`config.mk`:
```
export PLATFORM = sky130hd
export DESIGN_NAME = sdram_timing_mb
export DESIGN_NICKNAME = d
export VERILOG_FILES = /design/src/rtl/sdram_timing_pkg.sv /design/src/rtl/sdram_bank_timer.sv /design/src/rtl/sdram_timing_mb.sv
export SDC_FILE = /design/constraint.sdc
export NUM_CORES = 1
export LEC_CHECK = 0
export BUFFER_PORTS_ARGS = -buffer_cell sky130_fd_sc_hd__buf_2
export CAP_MARGIN = 20
export CELL_PAD_IN_SITES_DETAIL_PLACEMENT = 0
export CELL_PAD_IN_SITES_GLOBAL_PLACEMENT = 1
export CORE_MARGIN = 2
export CORE_UTILIZATION = 45
export DETAILED_ROUTE_END_ITERATION = 10
export PLACE_DENSITY_LB_ADDON = 0.1
export SETUP_SLACK_MARGIN = 0.5
export SYNTH_ARGS = -nofsm -noshare
export SYNTH_HDL_FRONTEND = slang
export SYNTH_SLANG_ARGS = --single-unit
```
`constraint.sdc`:
```
create_clock -name clk -period 5.6 [get_ports clk]
set_input_delay 0.28 -clock clk [delete_from_list [all_inputs] [get_ports clk]]
set_output_delay 0.28 -clock clk [all_outputs]
set_load 0.05 [all_outputs]
```
`src/rtl/sdram_timing_pkg.sv`:
```
// Shared definitions for the SDRAM timing monitor: bank state encoding,
// picosecond-to-clock conversion and counter-width helpers.
package sdram_timing_pkg;

  typedef enum logic {
    BANK_IDLE = 1'b0,
    BANK_OPEN = 1'b1
  } bank_state_e;

  localparam int CREDIT_W = 4;

  // Clocks needed to cover t_ps, rounded up, never below one.
  function automatic int ps_to_clk(input longint t_ps, input longint period_ps);
    longint c;
    c = (t_ps + period_ps - 1) / period_ps;
    if (c < 1) c = 1;
    return int'(c);
  endfunction

  // Clocks between AUTO REFRESH commands, rounded down, never below one.
  function automatic int refresh_interval_clk(input longint refresh_ms,
                                              input longint rows,
                                              input longint period_ps);
    longint c;
    c = (refresh_ms * longint'(1_000_000_000)) / (rows * period_ps);
    if (c < 1) c = 1;
    return int'(c);
  endfunction

  // Bits needed to hold value (at least one).
  function automatic int clog2_w(input longint value);
    int w;
    w = 1;
    while ((longint'(1) << w) <= value) w++;
    return w;
  endfunction

endpackage

```
`src/rtl/sdram_bank_timer.sv`:
```
// One SDRAM bank: IDLE/OPEN state plus tRCD, tRAS_min, tRC, tRAS_max and tRP
// down-counters. A counter at zero means its constraint is satisfied.
module sdram_bank_timer
  import sdram_timing_pkg::*;
#(
  parameter int T_RCD_CLK     = 2,
  parameter int T_RAS_MIN_CLK = 5,
  parameter int T_RC_CLK      = 7,
  parameter int T_RAS_MAX_CLK = 10000,
  parameter int T_RP_CLK      = 2
) (
  input  logic clk,
  input  logic rstn,
  input  logic act_cmd,
  input  logic pre_cmd,
  input  logic act_allow,
  output logic bank_open,
  output logic rdwr_ok,
  output logic pre_ok,
  output logic act_ok,
  output logic ras_expire,
  output logic cmd_err
);

  localparam int RCD_W = clog2_w(T_RCD_CLK - 1);
  localparam int RAS_W = clog2_w(T_RAS_MIN_CLK - 1);
  localparam int RC_W  = clog2_w(T_RC_CLK - 1);
  localparam int MAX_W = clog2_w(T_RAS_MAX_CLK - 1);
  localparam int RP_W  = clog2_w(T_RP_CLK - 1);

  // Loading T-1 makes the dependent command legal exactly T edges later.
  localparam logic [RCD_W-1:0] RCD_LOAD = RCD_W'(T_RCD_CLK - 1);
  localparam logic [RAS_W-1:0] RAS_LOAD = RAS_W'(T_RAS_MIN_CLK - 1);
  localparam logic [RC_W-1:0]  RC_LOAD  = RC_W'(T_RC_CLK - 1);
  localparam logic [MAX_W-1:0] MAX_LOAD = MAX_W'(T_RAS_MAX_CLK - 1);
  localparam logic [RP_W-1:0]  RP_LOAD  = RP_W'(T_RP_CLK - 1);

  bank_state_e      state_q, state_d;
  logic [RCD_W-1:0] rcd_q, rcd_d;
  logic [RAS_W-1:0] ras_q, ras_d;
  logic [RC_W-1:0]  rc_q, rc_d;
  logic [MAX_W-1:0] max_q, max_d;
  logic [RP_W-1:0]  rp_q, rp_d;

  assign bank_open  = (state_q == BANK_OPEN);
  assign rdwr_ok    = (rcd_q == '0);
  assign pre_ok     = (ras_q == '0);
  assign act_ok     = (state_q == BANK_IDLE) && (rp_q == '0) && (rc_q == '0) && act_allow;
  assign ras_expire = bank_open && (max_q == '0);

  always_comb begin
    // NOTE: every signal driven here gets a default first, so no path can infer a latch.
    state_d = state_q;
    rcd_d   = (rcd_q == '0) ? rcd_q : rcd_q - 1'b1;
    ras_d   = (ras_q == '0) ? ras_q : ras_q - 1'b1;
    rc_d    = (rc_q  == '0) ? rc_q  : rc_q  - 1'b1;
    max_d   = (max_q == '0) ? max_q : max_q - 1'b1;
    rp_d    = (rp_q  == '0) ? rp_q  : rp_q  - 1'b1;
    cmd_err = (act_cmd && pre_cmd) || (act_cmd && !act_ok) || (pre_cmd && !pre_ok);

    // An illegal command only flags the error; the bank keeps its state.
    if (!cmd_err) begin
      if (act_cmd) begin
        state_d = BANK_OPEN;
        rcd_d   = RCD_LOAD;
        ras_d   = RAS_LOAD;
        rc_d    = RC_LOAD;
        max_d   = MAX_LOAD;
      end else if (pre_cmd) begin
        state_d = BANK_IDLE;
        rp_d    = RP_LOAD;
      end
    end
  end

  always_ff @(posedge clk or negedge rstn) begin
    // NOTE: state registers use non-blocking assignment so every flop samples pre-edge values.
    if (!rstn) begin
      state_q <= BANK_IDLE;
      rcd_q   <= '0;
      ras_q   <= '0;
      rc_q    <= '0;
      max_q   <= '0;
      rp_q    <= '0;
    end else begin
      state_q <= state_d;
      rcd_q   <= rcd_d;
      ras_q   <= ras_d;
      rc_q    <= rc_d;
      max_q   <= max_d;
      rp_q    <= rp_d;
    end
  end

endmodule

```
`src/rtl/sdram_timing_mb.sv`:
```
// Multi-bank SDRAM timing monitor: per-bank timers plus tRFC and refresh credit.
// Define SDRAM_REFRESH_POSTPONE_EN to allow up to MAX_POSTPONE postponed refreshes.
module sdram_timing_mb
  import sdram_timing_pkg::*;
#(
  parameter int NUM_BANKS        = 4,
  parameter int SYSCLK_PERIOD_PS = 10000,
  parameter int T_RP_PS          = 20000,
  parameter int T_RCD_PS         = 20000,
  parameter int T_RAS_MIN_PS     = 44000,
  parameter int T_RC_PS          = 66000,
  parameter int T_RFC_PS         = 66000,
  parameter int T_RAS_MAX_PS     = 100000000,
  parameter int T_REFRESH_MS     = 64,
  parameter int REFRESH_ROWS     = 8192,
  parameter int MAX_POSTPONE     = 8
) (
  input  logic                 clk,
  input  logic                 rstn,
  input  logic [NUM_BANKS-1:0] act_cmd,
  input  logic [NUM_BANKS-1:0] pre_cmd,
  input  logic                 ref_cmd,
  output logic [NUM_BANKS-1:0] bank_open,
  output logic [NUM_BANKS-1:0] rdwr_ok,
  output logic [NUM_BANKS-1:0] pre_ok,
  output logic [NUM_BANKS-1:0] act_ok,
  output logic [NUM_BANKS-1:0] ras_expire,
  output logic                 ref_ok,
  output logic                 refresh_req,
  output logic                 refresh_urgent,
  output logic [CREDIT_W-1:0]  refresh_credit,
  output logic                 timing_err
);

  localparam int T_RCD_CLK     = ps_to_clk(T_RCD_PS, SYSCLK_PERIOD_PS);
  localparam int T_RAS_MIN_CLK = ps_to_clk(T_RAS_MIN_PS, SYSCLK_PERIOD_PS);
  localparam int T_RC_CLK      = ps_to_clk(T_RC_PS, SYSCLK_PERIOD_PS);
  localparam int T_RAS_MAX_CLK = ps_to_clk(T_RAS_MAX_PS, SYSCLK_PERIOD_PS);
  localparam int T_RP_CLK      = ps_to_clk(T_RP_PS, SYSCLK_PERIOD_PS);
  localparam int T_RFC_CLK     = ps_to_clk(T_RFC_PS, SYSCLK_PERIOD_PS);
  localparam int INTV_CLK      = refresh_interval_clk(T_REFRESH_MS, REFRESH_ROWS, SYSCLK_PERIOD_PS);

  localparam int RFC_W  = clog2_w(T_RFC_CLK - 1);
  localparam int INTV_W = clog2_w(INTV_CLK - 1);
  localparam logic [RFC_W-1:0]  RFC_LOAD  = RFC_W'(T_RFC_CLK - 1);
  localparam logic [INTV_W-1:0] INTV_LOAD = INTV_W'(INTV_CLK - 1);

`ifdef SDRAM_REFRESH_POSTPONE_EN
  localparam logic [CREDIT_W-1:0] CREDIT_CEIL = CREDIT_W'(MAX_POSTPONE);
`else
  localparam logic [CREDIT_W-1:0] CREDIT_CEIL = CREDIT_W'(1);
`endif

  if (NUM_BANKS < 1 || NUM_BANKS > 8 || MAX_POSTPONE < 1 || MAX_POSTPONE > 15) begin : g_bad_param
    $error("sdram_timing_mb: NUM_BANKS must be 1..8 and MAX_POSTPONE 1..15");
  end

  logic [NUM_BANKS-1:0] bank_err;
  logic                 rfc_done;

  for (genvar b = 0; b < NUM_BANKS; b++) begin : g_bank
    sdram_bank_timer #(
      .T_RCD_CLK    (T_RCD_CLK),
      .T_RAS_MIN_CLK(T_RAS_MIN_CLK),
      .T_RC_CLK     (T_RC_CLK),
      .T_RAS_MAX_CLK(T_RAS_MAX_CLK),
      .T_RP_CLK     (T_RP_CLK)
    ) u_bank (
      .clk       (clk),
      .rstn      (rstn),
      .act_cmd   (act_cmd[b]),
      .pre_cmd   (pre_cmd[b]),
      .act_allow (rfc_done),
      .bank_open (bank_open[b]),
      .rdwr_ok   (rdwr_ok[b]),
      .pre_ok    (pre_ok[b]),
      .act_ok    (act_ok[b]),
      .ras_expire(ras_expire[b]),
      .cmd_err   (bank_err[b])
    );
  end

  logic [RFC_W-1:0]    rfc_q, rfc_d;
  logic [INTV_W-1:0]   intv_q, intv_d;
  logic [CREDIT_W-1:0] credit_q, credit_d;
  logic                err_q, err_d;
  logic                intv_term;
  logic                ref_go;

  assign rfc_done       = (rfc_q == '0);
  assign ref_ok         = (bank_open == '0) && (&act_ok) && rfc_done;
  assign intv_term      = (intv_q == '0);
  assign ref_go         = ref_cmd && ref_ok;
  assign refresh_credit = credit_q;
  assign refresh_req    = (credit_q != '0);
  assign timing_err     = err_q;

`ifdef SDRAM_REFRESH_POSTPONE_EN
  assign refresh_urgent = (credit_q == CREDIT_CEIL);
`else
  assign refresh_urgent = refresh_req;
`endif

  always_comb begin
    rfc_d    = ref_go ? RFC_LOAD : ((rfc_q == '0) ? rfc_q : rfc_q - 1'b1);
    intv_d   = intv_term ? INTV_LOAD : intv_q - 1'b1;
    credit_d = credit_q;
    err_d    = err_q || (|bank_err) || (ref_cmd && !ref_ok);

    // A refresh issued on the interval tick cancels that tick's new credit.
    unique case ({intv_term, ref_go})
      2'b10:   if (credit_q < CREDIT_CEIL) credit_d = credit_q + 1'b1;
      2'b01:   if (credit_q != '0)         credit_d = credit_q - 1'b1;
      default: credit_d = credit_q;
    endcase
  end

  always_ff @(posedge clk or negedge rstn) begin
    if (!rstn) begin
      rfc_q    <= '0;
      intv_q   <= INTV_LOAD;
      credit_q <= '0;
      err_q    <= 1'b0;
    end else begin
      rfc_q    <= rfc_d;
      intv_q   <= intv_d;
      credit_q <= credit_d;
      err_q    <= err_d;
    end
  end

endmodule
```
Word level (Yosys, flattened, before mapping)
Cells that the tools add are included.
{"block": "op_classes", "addsub": 24, "n_eq_ne": 5, "order_cmp": 1, "n_bitwise": 16, "mux": 78, "n_reduce_logical": 79}
{"op": "14-bit two-way mux", "count": 12}
{"op": "3-bit two-way mux", "count": 26}
{"op": "14-bit zero test", "count": 4}
{"op": "14-bit by 1-bit subtractor with 14-bit output, second input constant", "count": 4}
{"op": "1-bit two-way mux", "count": 36}
{"op": "1-bit logical AND", "count": 32}
{"op": "3-bit zero test", "count": 9}
{"op": "3-bit by 1-bit subtractor with 3-bit output, second input constant", "count": 9}
{"op": "1-bit inverter", "count": 16}
{"op": "10-bit zero test", "count": 1}
{"op": "1-bit logical OR", "count": 10}
{"op": "10-bit two-way mux", "count": 1}
{"op": "2-bit nonzero test", "count": 5}
{"op": "10-bit by 1-bit subtractor with 10-bit output, second input constant", "count": 1}
{"op": "1-bit zero test", "count": 9}
{"op": "4-bit two-way mux", "count": 2}
{"op": "4-bit case mux with 2 select lines", "count": 1}
{"op": "2-bit AND reduction", "count": 4}
{"op": "1-bit subtractor, second input constant", "count": 8}
{"op": "2-bit != test, second input constant", "count": 3}
{"op": "4-bit by 1-bit adder with 4-bit output, second input constant", "count": 1}
{"op": "4-bit zero test", "count": 1}
{"op": "4-bit by 1-bit less-than comparator with 1-bit output, second input constant", "count": 1}
{"op": "4-bit AND reduction", "count": 1}
{"op": "other kinds (6)", "count": 6}
{"block": "word_totals", "regBits": 110, "wordCells": 231, "output_inout_bits": 28, "inputBits": 11}

Depth between registers and ports, before layout
Gate-level depths: netlist of the first run.
{"block": "logic_depth", "ltp_word": 11, "ltp_mapped": 10}

Cells and area by module
Synthesis of the first run repeated with hierarchy kept, for this count alone.
{"block": "hier_totals", "hier_cells": 637, "hier_area_um2": 5974.5}
{"mod": "sdram_bank_timer (g_bank[0].u_bank ...)", "seq_area_each_um2": 575.6, "cells_per_inst": 133, "area_each_um2": 1239.9, "instances": 3}
{"mod": "sdram_bank_timer (g_bank[1].u_bank)", "seq_area_each_um2": 575.6, "cells_per_inst": 130, "area_each_um2": 1234.9, "instances": 1}
{"mod": "sdram_timing_mb", "seq_area_each_um2": 455.4, "cells_per_inst": 108, "area_each_um2": 1019.7, "instances": 1}

Worst setup path before layout of the first run
Ideal clock, no wire load.
{"block": "synth_path", "path_kind": "flip-flop to output port", "from": "reg g_bank[1].u_bank.max_q[6]", "to": "out ras_expire[1]", "n_path_buf": 1, "arrival_ps": 2037, "setup_slack_ps": 3283, "path_stages_with_launch": 6, "cell_sequence": "dfrtp_1 > or4_4 > or4_4 > nor2_1 > and2_1 > buf_4"}
{"block": "synth_via", "elab_chain_cells": 2}
{"element": "start, declared", "line_no": "sdram_bank_timer.sv:42", "text": "logic [MAX_W-1:0] max_q, max_d;"}
{"element": "start signal, assigned", "line_no": "sdram_bank_timer.sv:90", "text": "max_q <= max_d;"}
{"element": "14-bit zero test", "line_no": "sdram_bank_timer.sv:49", "text": "assign ras_expire = bank_open && (max_q == '0);"}
{"element": "1-bit logical AND", "line_no": "sdram_bank_timer.sv:49"}
{"element": "end, declared", "line_no": "sdram_timing_mb.sv:27", "text": "output logic [NUM_BANKS-1:0] ras_expire,"}
Every way passes these cells.

Final worst setup path of the first run
{"block": "layout_path", "from": "reg g_bank[2].u_bank.max_q[10]", "to": "out ras_expire[2]"}
{"block": "layout_via", "elab_chain_cells": 2}
{"element": "start, declared", "line_no": "sdram_bank_timer.sv:42"}
{"element": "start signal, assigned", "line_no": "sdram_bank_timer.sv:90"}
{"element": "14-bit zero test", "line_no": "sdram_bank_timer.sv:49"}
{"element": "1-bit logical AND", "line_no": "sdram_bank_timer.sv:49"}
Every way passes these cells.

==> metrics.yaml, run 1 <==
yosys:
  yosys.area.top_type: "dfrtp_1"
  syn_area_per_cell_sq_um: 9.48
  synthTopCellsByCount: "106 x dfrtp_1, 83 x nor2_1, 59 x inv_1"
  postSynthCellCount: 619
  synthArstFlopShare_pct: 100
  ys_types: 55
  ys_top_cells_by_area: "dfrtp_1 45%, ha_1 7.3%, nor2_1 5.3%, xor2_1 4.0%, inv_1 3.8%"
  yosys.area.top_type_share_pct: 45.2
  yosysMostFrequentCell: "dfrtp_1"
  synth-edff-count: 0
  syn_area_sq_um: 5870
  yosysWarningCount: 0
  syn_nets: 664
  ys_seq_area_share_pct: 47.0
  synth-main-ff-cell: "dfrtp_1"
  ys_ff_latch: 110
detailed_routing:
  wl_um: 11200
  first_iter_violations: 181
  routed_via_density: 5.12
  drc: 0
  wire_per_inst_um: 13.8
  first_pass_iters: 5
  num_vias: 4160
  antenna_left: 0
placed_design:
  io_buffers: 38
  place_area_sq_um: 6070
  dp_hpwl_um: 7940
  gp_congestion: 0.793
grt:
  grt_usage_pct: 17.2
  antenna_found_initial: 0
  grt_max_degree: 72
  globalRouteOverflowTotal: 0
  grt_pass1_wl_um: 19500
  grt_pass1_vias: 4054
cells_and_area:
  syn_to_final_growth_pct: 9.34
  final_nets: 681
  insertedDiodeCount: 0
  final_cell_area_sq_um: 6410
  layout-drive-gt1-share_pct: 11.1
setup_path:
  worstPathArrival_ns: 2.85
  crit_type: "reg -> out"
  critPathCaptureType: "output port"
  setup.worst_path.start_class: "flip-flop"
  cp_data_required_time_ns: 5.32
  ff2ff_setup_slack_ns: 3.06
  worstPathMaxFanout: 8
outcome:
  status: "completed"
cts:
  cts_num_sinks: 110
  clk_pin_slew_ns: 0.07
  root_buffer: "clkbuf_16"
  cts_buffer_depth: 2
  cts_tree: "yes"
  cts_setup_buffers: 0
  insertion_delay_ns: 0.35
  cts_buffers: 9
  cts.repair.resized: 0
  htree_levels: 3
  holdBufCountCts: 1
timing:
  setup_tns_ns: 0
  timing.final.crit_share_pct: 56.0
  rsz0062_at_grt: "no"
  slew_headroom_pct: 28.6
  hold_ws_ns: 0.183
  finalHoldViolCount: 0
  clock.fmax_ghz: 0.319
  fin_skew_ns: 0.00840
  drv_slew: 0
  finalCriticalPeriod_ns: 3.13
  tightest_slew_ns: 1.06
  setup_viol: 0
die:
  dieArea_sq_um: 14000
  initial_core_util_pct: 46.3
  io_pins: 39
  core_sq_um: 12700
  die_h_um: 118
  num_rows: 41
  die_w_um: 118
power:
  p_sw_w: 0.00122
  power.share.combinational_pct: 36.8
  power.total_w: 0.00320
  p_leak_nw: 2.87
  p_seq_share_pct: 41.4
  intPower_w: 0.00198
  vdd_drop_max_uv: 225
  swShare_pct: 38.2
  power_density_nw_per_um2: 499
  clkPwrFrac_pct: 21.7
worst_hold_path:
  min-delay-path-class: "in -> reg"
flow_run:
  max_cap_violations: 0
## cell families after synthesis
group                    Yosys count  share of synthesized area, %
adder cells (fa/ha/maj)           34                          7.25
buffers and inverters             94                          7.36
multiplexers                      12                          2.07
flip-flops                       110                          47.0
AO/OA/AOI/OAI                     69                          7.42
AND/OR/NAND/NOR                  254                          22.0
XOR/XNOR                          46                          6.87
## registers in the layout, summed over array words and instances (netlist names)
name,count
g_bank.u_bank.bank_open,4
g_bank.u_bank.max_q,56
g_bank.u_bank.ras_q,12
g_bank.u_bank.rc_q,12
g_bank.u_bank.rcd_q,4
g_bank.u_bank.rp_q,4
intv_q,10
refresh_credit,4
rfc_q,3
timing_err,1
## placed cells by master, fill, tap and decap left out, types with 16 or more instances in the layout
master	n
nor2_1	83
inv_1	59
dfrtp_1	106
a21oi_1	22
xnor2_1	19
buf_2	37
nand3_1	19
o21ai_0	16
ha_1	34
nand2_1	49
xor2_1	27
## per-layer routing
| layer | wire [um] | vias up | track usage, % |
|---|---|---|---|
| met3 | 384 | 12 | 3.14 |
| met4 | 169 | 0 | 6.40 |
| li1 | - | 2092 | - |
| met2 | 5110 | 52 | 27.1 |
| met5 | 0 | - | 0 |
| met1 | 5580 | 2004 | 23.7 |
## stage by stage
step	setup slack, ns	cells	utilization (%)
final	2.47	813	50.6
after detailed placement	2.89	795	47.9
after global placement	2.97	795	47.9
after global routing	2.21	813	50.6
after CTS	2.49	812	50.6
after floorplan	3.28	619	-
## worst paths after layout
path	from	end	cells past startpoint
worst max-delay path	g_bank[2].u_bank.max_q[10]	ras_expire[2]	5
worst min-delay path	ref_cmd	timing_err	2
worst max register to register	g_bank[3].u_bank.rc_q[0]	g_bank[3].u_bank.max_q[12]	8
worst min register to register	intv_q[0]	intv_q[0]	1
max in group asynchronous	rstn	g_bank[0].u_bank.max_q[7]	3
min in group asynchronous	rstn	refresh_credit[2]	2
## cell type report
| type | count | area, sq um |
|---|---|---|
| fillers | 1211 | 6260 |
| clock buffers | 11 | 243 |
| inverters | 59 | 221 |
| repair buffers | 41 | 218 |
| flip-flops and latches | 110 | 2760 |
| multi-input cells | 415 | 2680 |
| clock inverters | 5 | 82.6 |
| well taps | 172 | 215 |
## critical path, cell delays in order (launching register included)
cell and delay [ns]:
dfrtp_1 0.40, nor4_1 0.91, nand2_1 0.27, nor3_1 0.47
and2_1 0.19, buf_2 0.25
## power by group through the flow
stage | clock, W | combinational [W] | sequential (W)
6_report | 0.000696 | 0.00118 | 0.00133
5_1_grt | 0.000753 | 0.00137 | 0.00137
4_1_cts | 0.000717 | 0.00120 | 0.00133
3_5_place_dp | 0 | 0.00119 | 0.00134
3_3_place_gp | 0 | 0.00115 | 0.00133
2_1_floorplan | 0 | 0.00101 | 0.00129
No activity file was read; power rests on OpenSTA's default activity.
==> inputs of run 2 (changes only) <==
==> constraint.sdc (replaced) <==
create_clock -name clk -period 3.3 [get_ports clk]
set_input_delay 0.165 -clock clk [delete_from_list [all_inputs] [get_ports clk]]
set_output_delay 0.165 -clock clk [all_outputs]
set_load 0.05 [all_outputs]
==> run 2 against run 1 <==
Against the previous run:
- sequential power is 70% higher
- critical endpoint is now ras_expire[1]
- cell count is 0.98% higher
- first-iteration DRC count is 18% higher
- total power is 67% higher
- non-clock buffer count is 8 higher
- count of clock-buffer cells in the layout is 2 lower
- sequential share of layout area is 0.40 points lower
- highest routed layer unchanged
- register-to-register slack worse by 2.3 ns
==> metrics.yaml, run 2 (synthesized netlist as in run 1, its figures left out) <==
outcome:
  status: "completed"
power:
  power_density_nw_per_um2: 828  # +66%
  vdd_drop_max_uv: 428  # +91%
  p_leak_nw: 2.89  # +0.76%
  power.total_w: 0.00536  # +67%
setup_path:
  critPathCaptureType: "output port"
  worstPathArrival_ns: 2.51  # -0.34 ns
  r2r_cells: 8  # unchanged
  r2r-end: "g_bank[3].u_bank.max_q[12]"
  ff2ff_setup_slack_ns: 0.81  # -2.25 ns
  crit_type: "reg -> out"
  setup.worst_path.start_class: "flip-flop"
  rr_startpoint: "g_bank[3].u_bank.rc_q[0]"
  endpoint: "ras_expire[1]"
  worstPathMaxFanout: 6  # -2
  cp_data_required_time_ns: 3.13  # -2.19 ns
  startpoint: "g_bank[1].u_bank.max_q[6]"
die:
  num_rows: 41  # unchanged
  die_w_um: 118  # unchanged
  io_pins: 39  # unchanged
  core_sq_um: 12700  # unchanged
  dieArea_sq_um: 14000  # unchanged
  die_h_um: 118  # unchanged
  initial_core_util_pct: 46.3  # unchanged
cells_and_area:
  mostFrequentLayoutCell: "dfrtp_1"
  fin_util_pct: 51.1  # +0.47 points
  fin_cells: 821  # +0.98%
  insertedDiodeCount: 0  # unchanged
  largest_register_ffs: 56  # unchanged
  mostFrequentLayoutCells: "106 x dfrtp_1, 82 x nor2_1, 58 x inv_1, 49 x nand2_1, 37 x buf_2"
  final_cell_area_sq_um: 6470  # +0.94%
  largest_register: "g_bank.u_bank.max_q"
  final_nets: 689  # +1.2%
  top_regs: "g_bank.u_bank.max_q: 56 flops, g_bank.u_bank.ras_q: 12 flops, g_bank.u_bank.rc_q: 12 flops"
  syn_to_final_growth_pct: 10.4
  layout-drive-gt1-share_pct: 12.8  # +1.7 points
detailed_routing:
  wl_um: 11300  # +0.50%
  first_iter_violations: 214  # +18%
  wire_per_inst_um: 13.8  # -0.48%
  antenna_left: 0  # unchanged
  routed_via_density: 5.17  # +1.1%
  first_pass_iters: 4  # -1
  drc: 0  # unchanged
  num_vias: 4246  # +2.1%
placed_design:
  dp.cells: 800  # +0.63%
  gp_congestion: 0.802  # +1.1%
  dp_hpwl_um: 8030  # +1.1%
  io_buffers: 38  # unchanged
  place_area_sq_um: 6120  # +0.82%
cts:
  cts_buffer_depth: 2  # unchanged
  insertion_delay_ns: 0.35  # about the same
  root_buffer: "clkbuf_16"
  htree_levels: 3  # unchanged
  cts_num_sinks: 110  # unchanged
  cts_tree: "yes"
  cts_buffers: 9  # unchanged
  clk_pin_slew_ns: 0.07  # about the same
grt:
  grt_max_degree: 59  # -18%
  grt_usage_pct: 17.1  # -0.11 points
  antenna_found_initial: 0  # unchanged
  grt_pass1_wl_um: 19500  # -0.28%
  globalRouteOverflowTotal: 0  # unchanged
  grt_pass1_vias: 4131  # +1.9%
timing:
  timing.final.crit_share_pct: 81.0
  finalHoldViolCount: 0  # unchanged
  slew_headroom_pct: 50.4  # +22 points
  setup_viol: 0  # unchanged
  tightest_slew_ns: 0.743  # -0.317 ns
  drv_slew: 0  # unchanged
  finalCriticalPeriod_ns: 2.67
  rsz0062_at_grt: "no"
  clock.fmax_ghz: 0.374
  setup_tns_ns: 0  # unchanged
  fin_skew_ns: 0.00579  # -0.00261 ns
worst_hold_path:
  min-delay-path-class: "in -> reg"
flow_run:
  max_cap_violations: 0  # unchanged
==> run 2: worst max-delay path: stages, from the launching register on <==
cell	delay, ns
dfrtp_1	0.42
or4_4	0.57
or4_4	0.54
nor2_2	0.23
and2_1	0.15
buf_2	0.25
==> run 2: how the worst min path moves through the flow <==
stage                     depth (start not counted)     from  slack [ns]                    endpoint
final                                             2  ref_cmd        0.06                  timing_err
after global routing                              2  ref_cmd        0.06                  timing_err
after CTS                                         2  ref_cmd        0.04                  timing_err
after detailed placement                          1     rstn        0.29                   intv_q[7]
after global placement                            1     rstn        0.29                   intv_q[7]
after floorplan                                   0     rstn       -0.13  g_bank[0].u_bank.bank_open
==> run 2: layout make-up <==
| class | count | area [sq um] |
|---|---|---|
| fill | 1174 | 6200 |
| timing repair buffer | 49 | 290 |
| inverter | 59 | 225 |
| tap | 172 | 215 |
| multi-input combinational | 415 | 2690 |
| clock inverter | 7 | 75.1 |
| clock buffer | 9 | 225 |
| sequential | 110 | 2760 |
==> run 2: metal layers <==
metal	track usage, %	vias up	wire (um)
met5	0	-	0
met4	3.92	0	125
met3	4.83	12	485
met2	27.2	70	5220
met1	23.3	2062	5470
li1	-	2102	-
==> run 2: report_power, final <==
part | switching (W) | internal, W
logic | 0.00118 | 0.000837
clock network | 0.000492 | 0.000590
registers | 0.000421 | 0.00184
==> run 2: what timing repair did <==
item	CTS	global route
resized for setup	0	3
setup endpoints to repair	0	5
buffers inserted	0	4
endpoints found under the hold margin	53	0
hold buffers	1	0
==> run 2: through the flow <==
step,hold slack [ns],setup WS (ns)
detailed placement,0.286,0.678
finish,0.0587,0.627
floorplan,-0.131,1.10
global placement,0.293,0.700
CTS,0.0407,0.525
global route,0.0608,0.528
==> inputs of run 3 (changes only) <==
--- a/config.mk
+++ b/config.mk
@@ -10,7 +10,7 @@
 export CELL_PAD_IN_SITES_DETAIL_PLACEMENT = 0
 export CELL_PAD_IN_SITES_GLOBAL_PLACEMENT = 1
 export CORE_MARGIN = 2
-export CORE_UTILIZATION = 45
+export CORE_UTILIZATION = 43
 export DETAILED_ROUTE_END_ITERATION = 10
 export PLACE_DENSITY_LB_ADDON = 0.1
 export SETUP_SLACK_MARGIN = 0.5
==> constraint.sdc (replaced) <==
create_clock -name clk -period 2.38 [get_ports clk]
set_input_delay 0.119 -clock clk [delete_from_list [all_inputs] [get_ports clk]]
set_output_delay 0.119 -clock clk [all_outputs]
set_load 0.05 [all_outputs]
==> run 3 against run 2 <==
Against the previous run:
- wire length increased by 14%
- total power increased by 53%
- sequential cell count unchanged
- critical endpoint unchanged
==> metrics.yaml, run 3 (synthesized netlist as in run 1, its figures left out) <==
outcome:
  status: "completed"
placed_design:
  gp_congestion: 0.798  # -0.49%
  place_area_sq_um: 6290  # +2.8%
  dp_hpwl_um: 7990  # -0.46%
  dp.cells: 816  # +2.0%
  io_buffers: 38  # unchanged
setup_path:
  cp_data_required_time_ns: 2.26  # -0.87 ns
  r2r_cells: 9  # +1
  crit_type: "reg -> out"
  endpoint: "ras_expire[1]"
  setup.worst_path.start_class: "flip-flop"
  r2r-end: "g_bank[1].u_bank.max_q[0]"
  startpoint: "g_bank[1].u_bank.max_q[6]"
  worstPathMaxFanout: 2  # -4
  rr_startpoint: "g_bank[1].u_bank.max_q[6]"
  worstPathArrival_ns: 2.16  # -0.35 ns
  ff2ff_setup_slack_ns: 0.17  # -0.64 ns
  critPathCaptureType: "output port"
detailed_routing:
  wl_um: 12900  # +14%
  first_pass_iters: 5  # +1
  wire_per_inst_um: 14.3  # +4.1%
  num_vias: 4546  # +7.1%
  routed_via_density: 5.06  # -2.1%
  antenna_left: 0  # unchanged
  drc: 0  # unchanged
  first_iter_violations: 248  # +16%
power:
  power.share.combinational_pct: 42.7  # +5.1 points
  vdd_drop_max_uv: 545  # +27%
  p_seq_share_pct: 39.4  # -2.8 points
  clkPwrFrac_pct: 17.9  # -2.3 points
  intPower_w: 0.00498  # +52%
  power_density_nw_per_um2: 1080  # +31%
  p_leak_nw: 3.36  # +16%
  p_sw_w: 0.00320  # +53%
  swShare_pct: 39.1  # +0.082 points
cells_and_area:
  syn_to_final_growth_pct: 28.6
  layout-drive-gt1-share_pct: 31.9  # +19 points
  insertedDiodeCount: 0  # unchanged
  fin_cells: 898  # +9.4%
  largest_register_ffs: 56  # unchanged
  final_nets: 763  # +11%
  largest_register: "g_bank.u_bank.max_q"
  fin_util_pct: 56.8  # +5.7 points
  mostFrequentLayoutCells: "103 x dfrtp_1, 79 x nor2_1, 79 x buf_4, 45 x nand2_1, 44 x inv_1"
  top_regs: "g_bank.u_bank.max_q: 56 flops, g_bank.u_bank.ras_q: 12 flops, g_bank.u_bank.rc_q: 12 flops"
  final_cell_area_sq_um: 7550  # +17%
  mostFrequentLayoutCell: "dfrtp_1"
grt:
  grt_pass1_vias: 4482  # +8.5%
  grt_max_degree: 57  # -3.4%
  globalRouteOverflowTotal: 0  # unchanged
  antenna_found_initial: 0  # unchanged
  grt_pass1_wl_um: 21300  # +9.0%
  grt_usage_pct: 18.3  # +1.2 points
timing:
  setup_tns_ns: 0  # unchanged
  drv_slew: 0  # unchanged
  finalCriticalPeriod_ns: 2.28
  tightest_slew_ns: 0.481  # -0.262 ns
  setup_viol: 0  # unchanged
  clock.fmax_ghz: 0.439
  timing.final.crit_share_pct: 95.6
  fin_skew_ns: 0.00776  # +0.00196 ns
  slew_headroom_pct: 67.9  # +17 points
  rsz0062_at_grt: "yes"
  finalHoldViolCount: 0  # unchanged
cts:
  cts_tree: "yes"
  root_buffer: "clkbuf_16"
  insertion_delay_ns: 0.35  # about the same
  cts_buffers: 9  # unchanged
  htree_levels: 3  # unchanged
  cts_num_sinks: 110  # unchanged
  cts_buffer_depth: 2  # unchanged
  clk_pin_slew_ns: 0.07  # about the same
die:
  num_rows: 42  # +2.4%
  io_pins: 39  # unchanged
  die_h_um: 121  # +2.2%
  initial_core_util_pct: 44.1  # -2.2 points
  dieArea_sq_um: 14600  # +4.5%
  core_sq_um: 13300  # +4.9%
  die_w_um: 121  # +2.2%
worst_hold_path:
  min-delay-path-class: "in -> reg"
flow_run:
  max_cap_violations: 0  # unchanged
==> run 3: changes by cell type in the layout (fill, tap and decap cells not counted), moves of 5 or more <==
cell,change
and2_4,+5
ha_1,-7
and2_1,-6
buf_2,-9
buf_6,+9
nor4b_1,-5
ha_4,+5
nand3_1,-5
nor3_1,-7
buf_4,+69
inv_1,-14
nand3_2,+5
inv_2,+10
==> run 3: area by class of cell <==
type | count | area (sq um)
fillers | 1163 | 5750
multi-input cells | 415 | 3110
flip-flops and latches | 110 | 2760
repair buffers | 122 | 935
inverters | 59 | 239
clock buffers | 12 | 236
well taps | 176 | 220
clock inverters | 3 | 40.0
repair inverters | 1 | 7.51
==> run 3: worst min path at each step <==
| stage | start | end | slack (ns) | cells past startpoint |
|---|---|---|---|---|
| 2_1_floorplan | rstn | g_bank[0].u_bank.bank_open | -0.18 | 0 |
| 3_3_place_gp | rstn | g_bank[1].u_bank.max_q[10] | 0.11 | 1 |
| 3_5_place_dp | rstn | g_bank[1].u_bank.max_q[10] | 0.12 | 1 |
| 4_1_cts | ref_cmd | timing_err | 0.02 | 2 |
| 5_1_grt | ref_cmd | timing_err | 0.03 | 2 |
| 6_report | ref_cmd | timing_err | 0.04 | 2 |
==> run 3: metrics by stage <==
step | setup WS (ns) | total power, W | hold WS, ns
after floorplan | 0.322 | 0.00543 | -0.177
after global placement | 0.283 | 0.00590 | 0.113
after detailed placement | 0.261 | 0.00599 | 0.115
after CTS | 0.0592 | 0.00794 | 0.0151
after global routing | 0.0550 | 0.00884 | 0.0326
final | 0.104 | 0.00818 | 0.0362
==> run 3: what timing repair did <==
item / CTS / global route
setup buffers: 43 / 22
hold buffers: 1 / 0
gates resized for setup: 67 / 48
endpoints found under the hold margin: 30 / 0
cloned: 0 / 1
pin swaps: 18 / 17
endpoints found under the setup margin: 70 / 77
==> run 3: power groups by stage <==
| stage | clock network [W] | registers (W) | logic, W |
|---|---|---|---|
| final | 0.00147 | 0.00322 | 0.00349 |
| after global routing | 0.00158 | 0.00332 | 0.00393 |
| after CTS | 0.00152 | 0.00317 | 0.00325 |
| after detailed placement | 0 | 0.00317 | 0.00282 |
| after global placement | 0 | 0.00315 | 0.00275 |
| after floorplan | 0 | 0.00304 | 0.00239 |
==> run 3: metal layers <==
| layer | track usage (%) | vias to the layer above | wire length [um] |
|---|---|---|---|
| li1 | - | 2264 | - |
| met1 | 23.9 | 2201 | 5950 |
| met2 | 30.7 | 63 | 6330 |
| met3 | 2.83 | 18 | 320 |
| met4 | 7.05 | 0 | 269 |
| met5 | 0 | - | 0 |
==> run 3: critical path: stages (launching register included) <==
cell and delay, ns:
dfrtp_1 0.39, or4_4 0.55, or4_4 0.47, nor2_4 0.12
and2_4 0.15, buf_8 0.13
